===== config.mk =====
export PLATFORM = sky130hd
export DESIGN_NAME = dcp_run_ctrl
export DESIGN_NICKNAME = d
export VERILOG_FILES = /design/src/rtl/dcp_run_ctrl_pkg.sv /design/src/rtl/dcp_bp_table.sv /design/src/rtl/dcp_run_ctrl.sv
export SDC_FILE = /design/constraint.sdc
export NUM_CORES = 1
export LEC_CHECK = 0
export CAP_MARGIN = 20
export CORE_MARGIN = 5
export CORE_UTILIZATION = 51
export CTS_CLUSTER_DIAMETER = 120
export CTS_CLUSTER_SIZE = 14
export DETAILED_ROUTE_END_ITERATION = 6
export HOLD_SLACK_MARGIN = 0.03
export PLACE_DENSITY = 0.88
export REMOVE_ABC_BUFFERS = 1
export SLEW_MARGIN = 20
export SYNTH_ARGS = -nofsm -noshare
export SYNTH_HDL_FRONTEND = slang
export SYNTH_SLANG_ARGS = --single-unit

===== constraint.sdc =====
create_clock -name clk -period 7.3 [get_ports clk]
set_input_delay 1.095 -clock clk [delete_from_list [all_inputs] [get_ports clk]]
set_output_delay 1.095 -clock clk [all_outputs]
set_load 0.02 [all_outputs]

===== src/rtl/dcp_run_ctrl_pkg.sv =====
// Shared encodings for the DCP run controller: command opcodes, stop codes and FSM states.
package dcp_run_ctrl_pkg;

   localparam logic [2:0] OP_STEP       = 3'd1;
   localparam logic [2:0] OP_GO         = 3'd2;
   localparam logic [2:0] OP_HALT       = 3'd3;
   localparam logic [2:0] OP_BP_SET     = 3'd4;
   localparam logic [2:0] OP_BP_CLR     = 3'd5;
   localparam logic [2:0] OP_BP_CLR_ALL = 3'd6;

   localparam logic [1:0] SC_OK     = 2'd0;
   localparam logic [1:0] SC_BP_HIT = 2'd1;
   localparam logic [1:0] SC_HALTED = 2'd2;
   localparam logic [1:0] SC_ERR    = 2'd3;

   typedef enum logic [2:0] {
      ST_IDLE  = 3'd0,
      ST_HI    = 3'd1,
      ST_LO    = 3'd2,
      ST_CHECK = 3'd3,
      ST_RESP  = 3'd4
   } state_e;

endpackage


===== src/rtl/dcp_bp_table.sv =====
// Breakpoint table: NUM_BP {valid, addr} entries with set/clear ports, combinational
// lookups against the command address and the CPU next PC, and a registered occupancy count.
module dcp_bp_table
   import dcp_run_ctrl_pkg::*;
#(
   parameter int NUM_BP = 4
) (
   input  logic        clk,
   input  logic        rst,
   input  logic        set_i,
   input  logic        clr_i,
   input  logic        clr_all_i,
   input  logic [31:0] addr_i,
   input  logic [31:0] npc_i,
   output logic        match_o,
   output logic        present_o,
   output logic        full_o,
   output logic [4:0]  cnt_o
);

   localparam int IW = (NUM_BP > 1) ? $clog2(NUM_BP) : 1;

   logic [NUM_BP-1:0] valid_q, valid_d;
   logic [31:0]       addr_q [NUM_BP];
   logic [4:0]        cnt_q;
   logic [IW-1:0]     pidx, fidx;
   logic              free;
   logic              do_set;

   function automatic logic [4:0] popcount(input logic [NUM_BP-1:0] v);
      logic [4:0] c;
      c = '0;
      for (int i = 0; i < NUM_BP; i++) c = c + 5'(v[i]);
      return c;
   endfunction

   always_comb begin
      present_o = 1'b0;
      match_o   = 1'b0;
      pidx      = '0;
      free      = 1'b0;
      fidx      = '0;
      for (int i = 0; i < NUM_BP; i++) begin
         if (valid_q[i] && addr_q[i] == addr_i) begin
            present_o = 1'b1;
            pidx      = IW'(i);
         end
         if (valid_q[i] && addr_q[i] == npc_i) match_o = 1'b1;
      end
      // Scan downwards so the lowest free entry is the one left selected.
      for (int i = NUM_BP - 1; i >= 0; i--) begin
         if (!valid_q[i]) begin
            free = 1'b1;
            fidx = IW'(i);
         end
      end
   end

   assign full_o = ~free;
   assign do_set = set_i & ~present_o & free;

   always_comb begin
      valid_d = valid_q;
      if (clr_all_i)                valid_d = '0;
      else if (do_set)              valid_d[fidx] = 1'b1;
      else if (clr_i && present_o)  valid_d[pidx] = 1'b0;
   end

   always_ff @(posedge clk) begin
      if (rst) begin
         valid_q <= '0;
         cnt_q   <= '0;
      end else begin
         valid_q <= valid_d;
         cnt_q   <= popcount(valid_d);
      end
   end

   // Address storage is qualified by valid, so it needs no reset.
   always_ff @(posedge clk) begin
      if (do_set) addr_q[fidx] <= addr_i;
   end

   assign cnt_o = cnt_q;

endmodule


===== src/rtl/dcp_run_ctrl.sv =====
// CPU clock sequencer for the debug control unit: step, free-run, halt and breakpoint
// commands; sole driver of clk_cpu, reports stop reason and stop PC on done.
module dcp_run_ctrl
   import dcp_run_ctrl_pkg::*;
#(
   parameter int NUM_BP   = 4,
   parameter int PULSE_HI = 2,
   parameter int PULSE_LO = 2
) (
   input  logic        clk,
   input  logic        rst,
   input  logic        cmd_vld,
   output logic        cmd_rdy,
   input  logic [2:0]  cmd_op,
   input  logic [31:0] cmd_arg,
   output logic        done,
   output logic [1:0]  stop_code,
   output logic [31:0] stop_pc,
   output logic        busy,
   output logic [4:0]  bp_cnt,
   output logic        clk_cpu,
   input  logic        pc_chk,
   input  logic [31:0] npc
);

   localparam int PMAX = (PULSE_HI > PULSE_LO) ? PULSE_HI : PULSE_LO;
   localparam int CW   = (PMAX > 1) ? $clog2(PMAX) : 1;

   state_e        state_q, state_d;
   logic [CW-1:0] cnt_q, cnt_d;
   logic          mode_go_q, mode_go_d;
   logic          halt_q, halt_d;
   logic          done_q, busy_q, clk_cpu_q;
   logic [1:0]    code_q, code_d;
   logic [31:0]   pc_q, pc_d;
   logic          bp_set, bp_clr, bp_clr_all;
   logic          bp_match, bp_present, bp_full;
   logic          halt_req;

   dcp_bp_table #(.NUM_BP(NUM_BP)) u_bp_table (
      .clk       (clk),
      .rst       (rst),
      .set_i     (bp_set),
      .clr_i     (bp_clr),
      .clr_all_i (bp_clr_all),
      .addr_i    (cmd_arg),
      .npc_i     (npc),
      .match_o   (bp_match),
      .present_o (bp_present),
      .full_o    (bp_full),
      .cnt_o     (bp_cnt)
   );

   assign halt_req = cmd_vld & (cmd_op == OP_HALT);

   always_comb begin
      state_d    = state_q;
      cnt_d      = cnt_q;
      mode_go_d  = mode_go_q;
      halt_d     = halt_q;
      code_d     = SC_OK;
      pc_d       = '0;
      cmd_rdy    = 1'b0;
      bp_set     = 1'b0;
      bp_clr     = 1'b0;
      bp_clr_all = 1'b0;
      unique case (state_q)
         ST_IDLE: begin
            cmd_rdy = 1'b1;
            halt_d  = 1'b0;
            if (cmd_vld) begin
               state_d = ST_RESP;
               unique case (cmd_op)
                  OP_STEP, OP_GO: begin
                     state_d   = ST_HI;
                     cnt_d     = '0;
                     mode_go_d = (cmd_op == OP_GO);
                  end
                  OP_HALT: begin
                     code_d = SC_HALTED;
                     pc_d   = npc;
                  end
                  OP_BP_SET: begin
                     bp_set = 1'b1;
                     code_d = (!bp_present && bp_full) ? SC_ERR : SC_OK;
                  end
                  OP_BP_CLR: begin
                     bp_clr = 1'b1;
                     code_d = bp_present ? SC_OK : SC_ERR;
                  end
                  OP_BP_CLR_ALL: bp_clr_all = 1'b1;
                  default:       code_d = SC_ERR;
               endcase
            end
         end
         // A HALT while running is only latched; the pulse in flight always completes.
         ST_HI: begin
            cmd_rdy = (cmd_op == OP_HALT);
            if (halt_req) halt_d = 1'b1;
            if (cnt_q == CW'(PULSE_HI - 1)) begin
               state_d = ST_LO;
               cnt_d   = '0;
            end else begin
               cnt_d = cnt_q + 1'b1;
            end
         end
         ST_LO: begin
            cmd_rdy = (cmd_op == OP_HALT);
            if (halt_req) halt_d = 1'b1;
            if (cnt_q == CW'(PULSE_LO - 1)) begin
               state_d = ST_CHECK;
               cnt_d   = '0;
            end else begin
               cnt_d = cnt_q + 1'b1;
            end
         end
         ST_CHECK: begin
            cmd_rdy = (cmd_op == OP_HALT);
            pc_d    = npc;
            state_d = ST_RESP;
            if (halt_q || halt_req)     code_d = SC_HALTED;
            else if (pc_chk && bp_match) code_d = SC_BP_HIT;
            else if (!mode_go_q)         code_d = SC_OK;
            else begin
               state_d = ST_HI;
               pc_d    = '0;
            end
         end
         ST_RESP: begin
            state_d = ST_IDLE;
            halt_d  = 1'b0;
         end
         default: state_d = ST_IDLE;
      endcase
   end

   always_ff @(posedge clk) begin
      if (rst) begin
         state_q   <= ST_IDLE;
         cnt_q     <= '0;
         mode_go_q <= 1'b0;
         halt_q    <= 1'b0;
         done_q    <= 1'b0;
         busy_q    <= 1'b0;
         clk_cpu_q <= 1'b0;
         code_q    <= SC_OK;
         pc_q      <= '0;
      end else begin
         state_q   <= state_d;
         cnt_q     <= cnt_d;
         mode_go_q <= mode_go_d;
         halt_q    <= halt_d;
         done_q    <= (state_d == ST_RESP);
         busy_q    <= (state_d == ST_HI) || (state_d == ST_LO) || (state_d == ST_CHECK);
         clk_cpu_q <= (state_d == ST_HI);
         code_q    <= (state_d == ST_RESP) ? code_d : SC_OK;
         pc_q      <= (state_d == ST_RESP) ? pc_d : '0;
      end
   end

   assign done      = done_q;
   assign busy      = busy_q;
   assign clk_cpu   = clk_cpu_q;
   assign stop_code = code_q;
   assign stop_pc   = pc_q;

endmodule


Word level (Yosys, flattened, before mapping) --
Memories as Yosys holds them, arrays and structs flattened. Index checks and enable logic that the tools add are counted.
Word-level totals: output and inout port bits 43, register bits 52, input bits 71, logic and storage cells 148, memory bits (writable) 128, memories 1
Memory list:
- u_bp_table.addr_q | depth 4, width 32, read ports 4, clocked after Yosys merged registers in 0, wr ports 1, line dcp_bp_table.sv:24 | logic [31:0] addr_q [NUM_BP];
Cells by class: equal/unequal tests 25, magnitude comparators 4, add/subtract/negate cells 4, multiplexer cells 65, reduce and logical (&&, ||, !) cells 29, bitwise gates (word level) 9
Operators with widths (count):
- == test 32 bit | 8
- two-way mux 32 bit | 5
- case mux 32 bit (2 select lines) | 1
- two-way mux 1 bit | 31
- two-way mux 3 bit | 7
- two-way mux 2 bit | 10
- == test 3 x 2 -> 1 bit, second input constant | 6
- == test 3 bit, second input constant | 5
- logical AND 1 bit | 13
- two-way mux 4 bit | 3
- case mux 3 bit (4 select lines) | 1
- adder 5 x 1 -> 5 bit | 2
- == test 3 x 1 -> 1 bit, second input constant | 3
- case mux 2 bit (4 select lines) | 1
- OR reduction 2 bit | 4
- less-than comparator 2 x 3 -> 1 bit, second input constant | 2
- case mux 1 bit (2 select lines) | 3
- AND reduction 3 bit | 2
- OR reduction 3 bit | 2
- bitwise AND 4 bit | 1
- demux 1 bit (select 2 bit) | 2
- greater-or-equal comparator 2 x 1 -> 1 bit, second input constant | 2
- inequality test 2 x 1 -> 1 bit, second input constant | 2
- NOT 4 bit | 1
- 12 further kinds | 19

Logic depth before layout (Yosys ltp) --
An unclocked memory read counts as a cell.
word-level depth 18, depth in mapped cells 14, mapped depth without buffers 13

By module --
Synthesis repeated with hierarchy kept, for this count alone.
Unflattened totals: cells, all modules 704, area total of the unflattened synthesis 8997.4 µm²
By module, submodules not included:
- dcp_bp_table | instances 1, sequential area each 3983.8 µm², cells each 554, area each 7189.4 µm²
- dcp_run_ctrl | instances 1, sequential area each 860.8 µm², cells each 150, area each 1808.0 µm²

Worst setup path after synthesis --
OpenSTA, ideal clock, no wires.
path type input port to flip-flop, start point input port cmd_arg[3], end point memory u_bp_table.addr_q[0][0], enable pin, stages 7, path buffers 1, data required time 6706 ps, data arrival time 6921 ps, setup slack -216 ps, cell sequence buf_2 > xor2_1 > nor4_1 > and4_1 > nand3_1 > nand2_1 > a2111oi_0
Between the ends: longest elaborated chain between the ends 11
Ends and longest elaborated chain:
- from (decl) | line dcp_run_ctrl.sv:15 | input logic [31:0] cmd_arg,
- == test 32 bit | line dcp_bp_table.sv:44 | if (valid_q[i] && addr_q[i] == addr_i) begin
- logical AND 1 bit | line dcp_bp_table.sv:44
- two-way mux 1 bit (3 in series) | line dcp_bp_table.sv:44
- two-way mux 1 bit * | line dcp_bp_table.sv:44
- NOT 1 bit * | line dcp_bp_table.sv:60 | assign do_set = set_i & ~present_o & free;
- bitwise AND 1 bit * (2 in series) | line dcp_bp_table.sv:60
- two-way mux 1 bit * | line dcp_bp_table.sv:81 | if (do_set) addr_q[fidx] <= addr_i;
- two-way mux 1 bit (implied by the code) * | line dcp_bp_table.sv:81
- to (decl) | line dcp_bp_table.sv:24
Every way passes the cells marked *; elsewhere a longest branch is shown, timed or not.

Worst setup path in the final report --
start point input port cmd_arg[18], end point register u_bp_table.cnt_q[1] (netlist: u_bp_table.cnt_o[1])
Between the ends: longest elaborated chain between the ends 17
Ends and longest elaborated chain:
- == test 32 bit | line dcp_bp_table.sv:44
- logical AND 1 bit | line dcp_bp_table.sv:44
- two-way mux 1 bit | line dcp_bp_table.sv:44
- two-way mux 2 bit (2 in series) | line dcp_bp_table.sv:44
- less-than comparator 2 x 3 -> 1 bit (implied by the code) or greater-or-equal comparator 2 x 1 -> 1 bit (tied branches) | line dcp_bp_table.sv:66 | else if (clr_i && present_o) valid_d[pidx] = 1'b0;
- logical AND 1 bit (implied by the code) | line dcp_bp_table.sv:66
- two-way mux 1 bit (implied by the code) | line dcp_bp_table.sv:66
- demux 1 bit (select 2 bit)
- NOT 4 bit (no line)
- bitwise AND 4 bit (no line)
- two-way mux 4 bit | line dcp_bp_table.sv:66
- two-way mux 4 bit * | line dcp_bp_table.sv:65 | else if (do_set) valid_d[fidx] = 1'b1;
- two-way mux 4 bit * | line dcp_bp_table.sv:64 | if (clr_all_i) valid_d = '0;
- via u_bp_table.valid_d[0] | line dcp_bp_table.sv:23 | logic [NUM_BP-1:0] valid_q, valid_d;
- adder 1 x 1 -> 2 bit * | line dcp_bp_table.sv:33 | for (int i = 0; i < NUM_BP; i++) c = c + 5'(v[i]);
- adder 5 x 1 -> 5 bit * (2 in series) | line dcp_bp_table.sv:33
- to (signal assigned) | line dcp_bp_table.sv:75 | cnt_q <= popcount(valid_d);
- to (decl) | line dcp_bp_table.sv:25 | logic [4:0] cnt_q;
The timed path passes the listed nets; every way through them passes the cells marked *. A chain may end at the register's enable or synchronous reset.

==> impl_metrics.ini <==
[detailed_routing]
wl_um = 28400
vias_per_cell = 5.98
drtIter0Drc = 736
ant_nets = 0
drcViolationCount = 0
vias = 6594
wl_per_cell_um = 25.7
drt_first_pass_iters = 5

[global_routing]
grt_pass1_vias = 6538
antenna_found_initial = 0
grt_pass1_wl_um = 41600
grt_max_degree = 33
gr-total-overflow = 0
grt_usage = 0.279

[critical_path]
start_kind = input port
crit_buf_inv = 3
critPathArrivalTime_ns = 5.05
crit_chain = clkdlybuf4s50_1, xor2_1, nor4_1, and4_1, nand3_1, and4_4, a21oi_1, a211oi_1, ha_1, inv_1, fa_1, inv_1, ha_1, nor2b_1
cp_slowest_cell = nor4_1
cp.required_ns = 7.60
cp_top_family = simple AND/OR/NAND/NOR gates
critPathMaxStageDelay_ns = 0.91
end_kind = flop
critical_path.max_fanout = 10
path_class = in -> reg

[final_layout]
num_antenna_cells = 0
syn2layout_area_growth_pct = 20.9
drive_above_1_share = 0.0569
layout_common_cells = 204 x xor2_1, 128 x edfxtp_1, 111 x clkdlybuf4s50_1
final_common_cell = xor2_1
multi_input_area_um2 = 4020
layout.nets = 939
postLayoutCoreUtil = 0.631
register_area_um2 = 4840
n_fill_cell = 1362

[power_and_ir_drop]
p_sw_frac = 0.246
switching_power_uw = 580
seqPwrFrac = 0.470
power_density_nw_per_um2 = 215
p_int_mw = 1.78
p_leak_nw = 3.75
ir_drop_v = 0.000165
combPwrFrac = 0.111
p_clk_frac = 0.420

[sta]
hold_slack_ns = 0.498
drv_slew = 0
rsz0062_at_grt = false
fin_worst_skew_ns = 0.0156
post-route-period-util = 0.651
max-slew-margin-rel = 0.266
hold_viol_final = 0
finalSetupViolations = 0
max_freq_mhz = 210
finalCriticalPeriod_ns = 4.75
tightest_slew_ns = 1.10

[synthesis]
synth_area_per_cell_um2 = 11.7
synth_mux_area_frac = 0.00110
yosys_register_bits = 178
synth_top_family_by_area = XOR/XNOR gates
ys.warnings.count = 0
synth_edf_count = 128
synth_compound_area_frac = 0.0316
yosysTopAreaCell = edfxtp_1
netlist_instances = 775
synth.area.top_cells = edfxtp_1 42%, xor2_1 20%, dfxtp_1 11%
ys_seq_area_frac = 0.535
netlist_area_um2 = 9060
synth-adder-area-share = 0.00497
yosys.area_share.simple = 0.156
async_reset_ff_frac = 0
synth_top_area_share = 0.424
synth_xor_area_frac = 0.247
synth_cell_types = 54
synth_ff_type = edfxtp_1

[clock_tree]
clockBufferDepth = 2
cts_resized = 0
htree_levels = 4
post_cts_buffers = 0
ctsHoldBuffers = 0
clkTransAtPathRegs_ns = 0.07
cts-root-buf = clkbuf_16
cts_tree = built
clk_latency_ns = 0.44
cts_buffers = 17
clock-sinks = 178

[placement]
io_buffers = 111
place_hpwl_um = 21900
gp_congestion = 1.06

[min_path]
hold_class = reg -> reg

[floorplan]
die_w_um = 143
dieArea_um2 = 20500
io-pin-count = 114
rows = 48
start_util = 0.522
die_h_um = 143
core-area_um2 = 17400

[flow_run]
maxCapViolations = 0

[status]
status = finished clean
-- flip-flops by register name, indices dropped and copies added, names as in the netlist --
name	flops
u_bp_table.valid_q	4
halt_q	1
cnt_q	1
state_q	3
stop_pc	32
u_bp_table.addr_q	128
u_bp_table.cnt_o	3
done	1
stop_code	2
busy	1
clk_cpu	1
mode_go_q	1
-- Yosys cell counts, types with 2 or more instances --
cell and instances:
and4_1 3, a211oi_1 2, nor4b_1 3, nand2_1 16, a2111oi_0 2, buf_4 2
xnor2_1 52, nand4_1 30, nor2_1 24, or2_2 3, nand4b_1 2, o21ai_0 6
nand3_1 14, a21oi_1 18, ha_1 2, clkbuf_1 39, o21a_1 3, nor4_1 65
dfxtp_1 50, inv_1 8, buf_1 3, nand2b_1 5, nor3_1 17, xor2_1 204
and2_1 34, and3_1 4, nor2b_1 8, edfxtp_1 128, or4_1 3
-- power groups by stage --
stage | sequential, mW | combinational [mW] | clock (mW)
finish | 1.11 | 0.261 | 0.988
global route | 1.11 | 0.276 | 1.03
CTS | 1.11 | 0.257 | 0.995
detailed placement | 1.13 | 0.255 | 0
global placement | 1.13 | 0.253 | 0
floorplan | 1.13 | 0.106 | 0
-- cell type report --
class,count,area share
sequential,178,0.442
multi-input combinational,544,0.367
timing repair buffer,116,0.105
clock buffer,18,0.0392
tap,225,0.0257
clock inverter,14,0.0183
inverter,8,0.00274
-- per-layer routing --
| layer | wire length (um) | vias up | global-route usage | part of all wire |
|---|---|---|---|---|
| li1 | - | 2935 | - | - |
| met1 | 11700 | 3237 | 0.378 | 0.41 |
| met2 | 13500 | 353 | 0.455 | 0.48 |
| met3 | 2250 | 69 | 0.0576 | 0.079 |
| met4 | 932 | 0 | 0.0902 | 0.033 |
| met5 | 0 | - | 0 | 0 |
-- through the flow --
step | setup TNS [ns] | instance area, um2 | setup WS (ns) | power [mW] | cells
after global placement | 0 | 10300 | 2.32 | 1.38 | 1071
after CTS | 0 | 11000 | 2.67 | 2.36 | 1103
after floorplan | -6.75 | 8880 | -0.211 | 1.24 | 730
after detailed placement | 0 | 10300 | 2.24 | 1.38 | 1071
final | 0 | 11000 | 2.55 | 2.35 | 1103
after global routing | 0 | 11000 | 2.40 | 2.42 | 1103
-- final timing paths --
| path | from | to | slack, ns | cells past startpoint |
|---|---|---|---|---|
| max | cmd_arg[18] | u_bp_table.cnt_o[1] | 2.55 | 14 |
| min | mode_go_q | mode_go_q | 0.50 | 2 |
| min reg2reg | mode_go_q | mode_go_q | 0.50 | 2 |
| max reg2reg | u_bp_table.addr_q[3][18] | u_bp_table.cnt_o[1] | 3.49 | 13 |
-- worst min-delay path, cell delays in order (launching register included) --
cell     delay (ns)
dfxtp_1        0.32
o21ai_0        0.07
a21oi_1        0.06
-- kinds of logic (layout without fill, tap and decap cells) --
family                     after synthesis  in the layout
DFF                                    178            178
xor gates and xnor gates               256            256
other                                    1              2
and+or+nand+nor                        240            240
muxes                                    1              1
AOI/OAI and AO/OA                       42             42
buffers and inverters                   54            156
adders and majority gates                3              3
No activity file was read; power rests on OpenSTA's default activity.
